`config.mk`:
```
export PLATFORM = sky130hd
export DESIGN_NAME = data_processor_stats
export DESIGN_NICKNAME = d
export VERILOG_FILES = /design/src/rtl/data_processor_stats_pkg.sv /design/src/rtl/data_processor_stats_counter.sv /design/src/rtl/data_processor_stats.sv
export SDC_FILE = /design/constraint.sdc
export NUM_CORES = 1
export LEC_CHECK = 0
export CAP_MARGIN = 30
export CORE_AREA = 2 2 183 185
export DETAILED_ROUTE_END_ITERATION = 10
export DIE_AREA = 0 0 185 187
export GPL_TIMING_DRIVEN = 0
export RECOVER_POWER = 50
export SLEW_MARGIN = 15
export SYNTH_ARGS = -nofsm -noshare
export SYNTH_HDL_FRONTEND = slang
export SYNTH_SLANG_ARGS = --single-unit
```
`constraint.sdc`:
```
create_clock -name axis_aclk -period 7.7 [get_ports axis_aclk]
set_clock_uncertainty 0.15 [all_clocks]
set_input_delay 1.925 -clock axis_aclk [delete_from_list [all_inputs] [get_ports axis_aclk]]
set_output_delay 1.925 -clock axis_aclk [all_outputs]
set_load 0.01 [all_outputs]
```
`src/rtl/data_processor_stats_pkg.sv`:
```
// rtl/data_processor_stats_pkg.sv - shared constants for the stream statistics block
//
// Holds the default stream width, the matching keep width, the popcount result
// width and the default rx FIFO capacity used by data_processor_stats.
package data_processor_stats_pkg;

    localparam int AXIS_DATA_WIDTH_DEF = 256;
    localparam int AXIS_KEEP_WIDTH     = AXIS_DATA_WIDTH_DEF / 8;
    // popcount of a full keep vector needs to represent 0..AXIS_KEEP_WIDTH inclusive
    localparam int POPCNT_WIDTH        = $clog2(AXIS_KEEP_WIDTH + 1);
    localparam int FIFO_DEPTH_DEF      = 512;

endpackage

```
`src/rtl/data_processor_stats_counter.sv`:
```
// rtl/data_processor_stats_counter.sv - two-stage byte/packet accumulator for one stream direction
//
// Module dp_stats_counter.
// Ports:
//   clk, reset        clock and synchronous active-high reset
//   clear             single-cycle clear; zeroes counters and drops stage-1 contents
//   tvalid/tready/tlast/tkeep  monitored stream handshake
//   byte_cnt, pkt_cnt accumulated bytes and packets
// Optional build macro: DP_STATS_SATURATE_EN (counters saturate at all-ones).
module dp_stats_counter
    import data_processor_stats_pkg::*;
#(
    parameter int CNT_WIDTH  = 32,
    parameter int KEEP_WIDTH = AXIS_KEEP_WIDTH
) (
    input  logic                  clk,
    input  logic                  reset,
    input  logic                  clear,
    input  logic                  tvalid,
    input  logic                  tready,
    input  logic                  tlast,
    input  logic [KEEP_WIDTH-1:0] tkeep,
    output logic [CNT_WIDTH-1:0]  byte_cnt,
    output logic [CNT_WIDTH-1:0]  pkt_cnt
);

    localparam int POP_W = $clog2(KEEP_WIDTH + 1);

    logic             beat;
    logic [POP_W-1:0] keep_pop;
    logic             s1_valid;
    logic             s1_last;
    logic [POP_W-1:0] s1_bytes;
    logic [CNT_WIDTH-1:0] byte_next;
    logic [CNT_WIDTH-1:0] pkt_next;

    assign beat = tvalid & tready;

    always_comb begin
        keep_pop = '0;
        for (int i = 0; i < KEEP_WIDTH; i++) begin
            keep_pop = keep_pop + POP_W'(tkeep[i]);
        end
    end

    // Stage 1: capture what the accepted beat contributes. Non-accepted cycles
    // register zero bytes so stage 2 never picks up stale keep data.
    always_ff @(posedge clk) begin
        if (reset || clear) begin
            s1_valid <= 1'b0;
            s1_last  <= 1'b0;
            s1_bytes <= '0;
        end else begin
            s1_valid <= beat;
            s1_last  <= beat & tlast;
            s1_bytes <= beat ? keep_pop : '0;
        end
    end

`ifdef DP_STATS_SATURATE_EN
    logic [CNT_WIDTH:0] byte_sum;
    logic [CNT_WIDTH:0] pkt_sum;

    // one extra bit catches the carry out; on carry the counter pins at all-ones
    assign byte_sum  = {1'b0, byte_cnt} + (CNT_WIDTH + 1)'(s1_bytes);
    assign pkt_sum   = {1'b0, pkt_cnt} + (CNT_WIDTH + 1)'(s1_last);
    assign byte_next = byte_sum[CNT_WIDTH] ? '1 : byte_sum[CNT_WIDTH-1:0];
    assign pkt_next  = pkt_sum[CNT_WIDTH] ? '1 : pkt_sum[CNT_WIDTH-1:0];
`else
    assign byte_next = byte_cnt + CNT_WIDTH'(s1_bytes);
    assign pkt_next  = pkt_cnt + CNT_WIDTH'(s1_last);
`endif

    // Stage 2: accumulate. Clear also wins over a beat sitting in stage 1.
    always_ff @(posedge clk) begin
        if (reset || clear) begin
            byte_cnt <= '0;
            pkt_cnt  <= '0;
        end else if (s1_valid) begin
            byte_cnt <= byte_next;
            pkt_cnt  <= pkt_next;
        end
    end

endmodule

```
`src/rtl/data_processor_stats.sv`:
```
// rtl/data_processor_stats.sv - rx/tx stream statistics and rx FIFO occupancy tracking
//
// Ports:
//   axis_aclk, axis_reset           clock and synchronous active-high reset
//   rx_*/tx_* tvalid/tready/tlast/tkeep  monitored stream handshakes
//   fifo_wr_en, fifo_rd_en          rx FIFO push/pop strobes
//   bus_clear_cnt                   clear pulse from the register controller
//   bus_rx/tx_byte_cnt, bus_rx/tx_pkt_cnt  stream counters
//   bus_rx_fifo_depth(_max)         current and peak FIFO occupancy
//   fifo_depth_err                  sticky underflow/overflow flag
// Optional build macro: DP_STATS_SATURATE_EN (stream counters saturate).
module data_processor_stats
    import data_processor_stats_pkg::*;
#(
    parameter int C_S_AXI_DATA_WIDTH = 32,
    parameter int C_AXIS_DATA_WIDTH  = AXIS_DATA_WIDTH_DEF,
    parameter int FIFO_DEPTH         = FIFO_DEPTH_DEF
) (
    input  logic                            axis_aclk,
    input  logic                            axis_reset,
    input  logic                            rx_tvalid,
    input  logic                            rx_tready,
    input  logic                            rx_tlast,
    input  logic [C_AXIS_DATA_WIDTH/8-1:0]  rx_tkeep,
    input  logic                            tx_tvalid,
    input  logic                            tx_tready,
    input  logic                            tx_tlast,
    input  logic [C_AXIS_DATA_WIDTH/8-1:0]  tx_tkeep,
    input  logic                            fifo_wr_en,
    input  logic                            fifo_rd_en,
    input  logic                            bus_clear_cnt,
    output logic [C_S_AXI_DATA_WIDTH-1:0]   bus_rx_byte_cnt,
    output logic [C_S_AXI_DATA_WIDTH-1:0]   bus_rx_pkt_cnt,
    output logic [C_S_AXI_DATA_WIDTH-1:0]   bus_tx_byte_cnt,
    output logic [C_S_AXI_DATA_WIDTH-1:0]   bus_tx_pkt_cnt,
    output logic [C_S_AXI_DATA_WIDTH-1:0]   bus_rx_fifo_depth,
    output logic [C_S_AXI_DATA_WIDTH-1:0]   bus_rx_fifo_depth_max,
    output logic                            fifo_depth_err
);

    localparam int KEEP_W = C_AXIS_DATA_WIDTH / 8;
    localparam logic [C_S_AXI_DATA_WIDTH-1:0] DEPTH_FULL = C_S_AXI_DATA_WIDTH'(FIFO_DEPTH);

    dp_stats_counter #(
        .CNT_WIDTH  (C_S_AXI_DATA_WIDTH),
        .KEEP_WIDTH (KEEP_W)
    ) u_rx_stats (
        .clk      (axis_aclk),
        .reset    (axis_reset),
        .clear    (bus_clear_cnt),
        .tvalid   (rx_tvalid),
        .tready   (rx_tready),
        .tlast    (rx_tlast),
        .tkeep    (rx_tkeep),
        .byte_cnt (bus_rx_byte_cnt),
        .pkt_cnt  (bus_rx_pkt_cnt)
    );

    dp_stats_counter #(
        .CNT_WIDTH  (C_S_AXI_DATA_WIDTH),
        .KEEP_WIDTH (KEEP_W)
    ) u_tx_stats (
        .clk      (axis_aclk),
        .reset    (axis_reset),
        .clear    (bus_clear_cnt),
        .tvalid   (tx_tvalid),
        .tready   (tx_tready),
        .tlast    (tx_tlast),
        .tkeep    (tx_tkeep),
        .byte_cnt (bus_tx_byte_cnt),
        .pkt_cnt  (bus_tx_pkt_cnt)
    );

    logic [C_S_AXI_DATA_WIDTH-1:0] depth;
    logic [C_S_AXI_DATA_WIDTH-1:0] depth_next;
    logic                          depth_err_event;

    // Occupancy tracking; out-of-range strobes are held at the limit and flagged.
    always_comb begin
        depth_next      = depth;
        depth_err_event = 1'b0;
        if (fifo_wr_en && !fifo_rd_en) begin
            if (depth == DEPTH_FULL) begin
                depth_err_event = 1'b1;
            end else begin
                depth_next = depth + 1'b1;
            end
        end else if (fifo_rd_en && !fifo_wr_en) begin
            if (depth == '0) begin
                depth_err_event = 1'b1;
            end else begin
                depth_next = depth - 1'b1;
            end
        end
    end

    // Clear leaves the live occupancy alone; only the peak and the error flag
    // are software statistics. Peak follows the registered depth one cycle late.
    always_ff @(posedge axis_aclk) begin
        if (axis_reset) begin
            depth                 <= '0;
            bus_rx_fifo_depth_max <= '0;
            fifo_depth_err        <= 1'b0;
        end else begin
            depth <= depth_next;
            if (bus_clear_cnt) begin
                bus_rx_fifo_depth_max <= '0;
                fifo_depth_err        <= 1'b0;
            end else begin
                if (depth > bus_rx_fifo_depth_max) begin
                    bus_rx_fifo_depth_max <= depth;
                end
                if (depth_err_event) begin
                    fifo_depth_err <= 1'b1;
                end
            end
        end
    end

    assign bus_rx_fifo_depth = depth;

endmodule

```
Word level (Yosys, flattened, before mapping)
Index checks and enable logic that the tools add are counted.
Widths: inputs -> output; s select.
{"block": "totals", "regBits": 209, "inputBits": 75, "out_inout_bits": 193, "word_cells": 110}
{"block": "op_classes", "add_sub_neg": 68, "n_lt_le_gt_ge": 1, "n_eq_ne": 3, "n_mux": 8, "bitwise": 6, "n_reduce_logical": 11}
{"operator": "$add 6x1->6", "count": 60}
{"operator": "$mux 32", "count": 4}
{"operator": "$add 32x1->32", "count": 2}
{"operator": "$add 32x6->32", "count": 2}
{"operator": "$add 32x1->32 const B", "count": 1}
{"operator": "$eq 32x10->1 const B", "count": 1}
{"operator": "$gt 32x32->1", "count": 1}
{"operator": "$logic_not 32->1", "count": 1}
{"operator": "$sub 32x1->32 const B", "count": 1}
{"operator": "$reduce_or 2->1", "count": 3}
{"operator": "$add 1x1->2", "count": 2}
{"operator": "$and 1x1->1", "count": 4}
{"operator": "$mux 1", "count": 4}
{"operator": "$ne 2x2->1 const B", "count": 2}
{"operator": "$reduce_and 3->1", "count": 1}
{"operator": "$logic_and 1x1->1", "count": 2}
{"operator": "$logic_not 1->1", "count": 2}
{"operator": "$not 1->1", "count": 2}
{"operator": "$reduce_bool 2->1", "count": 1}
{"operator": "$logic_or 1x1->1", "count": 1}

Logic depth before layout (Yosys ltp)
Gate-level depths: netlist of the first run.
{"block": "logic_depth", "word_depth": 31, "ltp_mapped": 18, "depth_no_buf": 18}

Hierarchy
A second synthesis of the first run with hierarchy kept.
{"block": "hier_totals", "cells_unflattened": 1547, "hier_area_um2": 13351.6}
{"mod": "data_processor_stats", "instances": 1, "cells_per_inst": 612, "area_each_um2": 4897.2, "seq_area_each_um2": 1301.2}
{"mod": "dp_stats_counter (u_tx_stats)", "instances": 1, "cells_per_inst": 474, "area_each_um2": 4274.1, "seq_area_each_um2": 1441.4}
{"mod": "dp_stats_counter (u_rx_stats)", "instances": 1, "cells_per_inst": 461, "area_each_um2": 4180.3, "seq_area_each_um2": 1441.4}

Worst setup path after synthesis of the first run
Ideal clock, no wire load.
{"block": "synth_timing", "path_type": "input-to-reg", "start": "input port rx_tkeep[0]", "end": "register u_rx_stats.s1_bytes[4]", "setup_ps": 117, "arrival_time_ps": 6453, "t_required_ps": 7433, "setup_slack_ps": 980, "path_stages": 15, "n_path_buf": 0, "cell_sequence": "ha_1 > inv_1 > fa_1 > fa_1 > fa_1 > fa_1 > fa_1 > fa_1 > inv_1 > fa_1 > fa_1 > a21o_1 > a21oi_1 > xor2_1 > nor2_1"}
{"block": "synth_via", "elab_chain_cells": 31}
{"element": "from (decl)", "line_no": "data_processor_stats.sv:24", "text": "input logic [C_AXIS_DATA_WIDTH/8-1:0] rx_tkeep,"}
{"element": "$add 1x1->2", "line_no": "data_processor_stats_counter.sv:42", "text": "keep_pop = keep_pop + POP_W'(tkeep[i]);"}
{"element": "$add 6x1->6 (30 in series)", "line_no": "data_processor_stats_counter.sv:42"}
{"element": "to (signal assigned)", "line_no": "data_processor_stats_counter.sv:56", "text": "s1_bytes <= beat ? keep_pop : '0;"}
{"element": "to (decl)", "line_no": "data_processor_stats_counter.sv:33", "text": "logic [POP_W-1:0] s1_bytes;"}
Every way passes these cells.
A chain may end at the register's enable or synchronous reset.

Worst setup path after layout of the first run
Ends and elaborated chain as after synthesis.

==> results of run 1 <==
-- through the flow --
step,std cells,total power [W],hold slack [ps],setup WS (ps)
4_1_cts,2274,0.00555,330,866
5_1_grt,2275,0.00595,342,704
3_3_place_gp,2226,0.00421,308,323
2_1_floorplan,1512,0.00347,341,980
6_report,2275,0.00549,323,908
3_5_place_dp,2228,0.00426,313,299
-- cell families (layout without fill, tap and decap cells) --
family,Yosys count,count (layout)
AO/OA/AOI/OAI,229,229
XOR/XNOR,118,118
adder cells (fa/ha/maj),147,147
buffers and inverters,204,518
flip-flops,209,209
multiplexers,46,46
other,0,1
AND/OR/NAND/NOR,559,559
-- metal layers --
layer / wire length, µm / part of all wire / vias to the layer above
met1: 15900 / 0.45 / 5417
met2: 16800 / 0.47 / 277
li1: - / - / 5685
met4: 1000 / 0.028 / 0
met3: 1980 / 0.055 / 52
met5: 0 / 0 / -
-- final cells by class --
| class | instances | area (µm²) |
|---|---|---|
| clock inverters | 11 | 150 |
| diodes | 1 | 2.50 |
| plain buffers | 44 | 211 |
| well taps | 448 | 561 |
| fillers | 3176 | 15900 |
| repair buffers | 268 | 2690 |
| multi-input cells | 1099 | 7820 |
| flip-flops and latches | 209 | 4180 |
| clock buffers | 35 | 734 |
| inverters | 160 | 601 |
-- worst reg2reg max path, cell delays in order (launching register included) --
cell and delay (ps):
dfxtp_1 440, fa_1 500, a21o_1 200, a221oi_2 440, o221ai_4 220, a311oi_4 490, or3_1 220, and2b_1 140
xor2_1 140, o31ai_1 70
-- final timing paths --
check / start / end / cells past startpoint
max: rx_tkeep[0] / u_rx_stats.s1_bytes[4]$_SDFF_PP0_ / 16
min reg2reg: fifo_depth_err$_SDFFE_PP0P_ / fifo_depth_err$_SDFFE_PP0P_ / 2
max reg2reg: bus_rx_fifo_depth[0]$_SDFFE_PP0P_ / bus_rx_fifo_depth[26]$_SDFFE_PP0P_ / 9
min: fifo_depth_err$_SDFFE_PP0P_ / fifo_depth_err$_SDFFE_PP0P_ / 2
-- power by group --
| group | internal, W | total, W | switching [W] |
|---|---|---|---|
| sequential | 0.00120 | 0.00139 | 0.000190 |
| combinational | 0.00133 | 0.00285 | 0.00152 |
| clock | 0.000768 | 0.00125 | 0.000487 |
| total | 0.00329 | 0.00549 | 0.00220 |
-- layout by cell type (no fill, tap or decap), types with 5 or more instances in the layout --
master,count
nand2_1,180
ha_1,96
xor2_1,74
inv_1,159
buf_2,5
nor3b_1,5
clkbuf_1,37
a21o_1,29
a211oi_1,5
and3_1,30
mux2i_1,45
a21oi_1,100
o211ai_1,6
o21ai_0,44
nand4_1,34
nand3_1,61
or3_1,30
fa_1,51
dfxtp_1,209
nand2b_1,7
and2_1,8
xnor2_1,44
nor2b_1,9
clkbuf_16,26
and4_1,8
clkbuf_8,6
nor2_1,143
o21a_1,7
dlygate4sd3_1,121
clkdlybuf4s50_1,145
nor3_1,16
a31oi_1,6
nor4_1,9
-- registers in the layout, summed over array words and instances (netlist names) --
register and cells:
u_tx_stats.s1_valid 1, u_tx_stats.byte_cnt 32, bus_rx_fifo_depth 32, u_tx_stats.pkt_cnt 32, u_tx_stats.s1_last 1, u_rx_stats.s1_bytes 6
u_rx_stats.byte_cnt 32, u_rx_stats.s1_valid 1, bus_rx_fifo_depth_max 32, u_tx_stats.s1_bytes 6, u_rx_stats.pkt_cnt 32, fifo_depth_err 1
u_rx_stats.s1_last 1
==> results.yml, run 1 <==
status:
  status: "complete, no violations"
place:
  place_hpwl_um: 27600
  post_dp_cell_area_um2: 16100
  portBuffers: 266
  gp_congestion: 0.864
sta:
  period_share: 0.882
  slew_headroom: 0.404
  hold_viol_final: 0
  period_needed_ps: 6790
  drv_slew: 0
  fmax_mhz: 147
  worstMarginPinSlew_ps: 895
  setup_viol: 0
  finalSetupTns_ps: 0
  rsz0062_at_grt: "false"
power:
  vdd_drop_max_uv: 220
  p_leak_nw: 7.24
  power_density_nw_per_um2: 324
clock_network:
  clkSlewWorstSetupHoldPaths_ps: 60
  hold_buffers: 0
  cts_resized: 0
  root_buffer: "clkbuf_16"
  clockBufferDepth: 3
  cts_tree: "done"
  ctsHtreeMaxLevel: 1
  cts_buffers: 26
  clk_latency_ps: 540
  cts_sinks: 209
  post_cts_buffers: 0
die:
  core_um2: 32900
  num_rows: 67
  die_h_um: 187
  die_w_um: 185
  die-area_um2: 34600
  ios: 268
  start_util: 0.390
yosys:
  synth_edf_count: 0
  yosysWarnings: 0
  synth-seq-cells: 209
  synth_top_area_share: 0.326
  synth.avg_cell_area_um2: 8.48
  dominantRegCellSynth: "dfxtp_1"
  synth_top_family_by_area: "simple AND/OR/NAND/NOR gates"
  ys_seq_area_frac: 0.326
  synth_compound_area_frac: 0.113
  synthTopCellsByCount: "209 x dfxtp_1, 180 x nand2_1, 159 x inv_1, 143 x nor2_1, 100 x a21oi_1"
  async_flop_share: 0
  synth_mux_area_frac: 0.0360
  synth_cell_types: 70
  synth-simple-area-share: 0.208
  synth_most_common_cell: "dfxtp_1"
  synth-xor-area-share: 0.0806
  syn_nets: 1734
  yosysTopAreaCell: "dfxtp_1"
  synthTopCellsByArea: "dfxtp_1 33%, ha_1 9.4%, fa_1 8.0%, nand2_1 5.3%, xor2_1 5.1%"
  synth_cells: 1512
  synth_area_um2: 12800
  synth-adder-area-share: 0.173
finish:
  finish.instance_area_um2: 17000
  syn_to_final_growth_pct: 32.3
  final_core_util: 0.516
  fin_nets: 2030
  drive_above_1_share: 0.0400
global_route:
  grt_use_met2: 0.343
  grt_usage: 0.204
  antenna_found_initial: 1
  grt_pass1_vias: 10900
  grt_use_met1: 0.268
  globalRoute.totalOverflow: 0
  busiest_layer: "met2"
  grt_use_met3: 0.0347
  grt_pass1_wl_um: 56900
  grt_max_degree: 17
route:
  vias_per_cell: 5.02
  vias: 11400
  ant_nets: 0
  wl_per_cell_um: 15.7
  drtIter0Drc: 517
  drc_errors: 0
  drtPass1Iterations: 5
  wl_um: 35700
min_path:
  hold_path.class: "reg -> reg"
job:
  maxCapViolations: 0
setup_path:
  cpPeakStageDelay_ps: 570
  timing_worst_setup_path_type: "in -> reg"
  reg2reg_slack_ps: 4540
  worstSetupEndpointType: "flop"
  path_common_cell: "fa_1"
  cp.arrival_ps: 7060
  worstPathMaxFanout: 2
  crit_chain: "clkdlybuf4s50_1 -> ha_1 -> inv_1 -> fa_1 -> fa_1 -> fa_1 -> fa_1 -> fa_1 -> fa_1 -> inv_1 -> fa_1 -> fa_1 -> a21o_1 -> a21oi_1 -> xor2_1 -> nor2_1"
  slowest_stage: "fa_1"
  cp_num_buf_inv: 3
  crit_family: "adder cells"
  cp-start-kind: "input pin"
  worstPathRequired_ps: 7970
Note: power is estimated with default switching activity, not from simulation.
==> run 2: changes to the inputs <==
--- a/config.mk
+++ b/config.mk
@@ -15,3 +15,4 @@
 export SYNTH_ARGS = -nofsm -noshare
 export SYNTH_HDL_FRONTEND = slang
 export SYNTH_SLANG_ARGS = --single-unit
+export TNS_END_PERCENT = 10
==> results of run 2 <==
Final layout, timing and power as in run 1 (identical DEF).
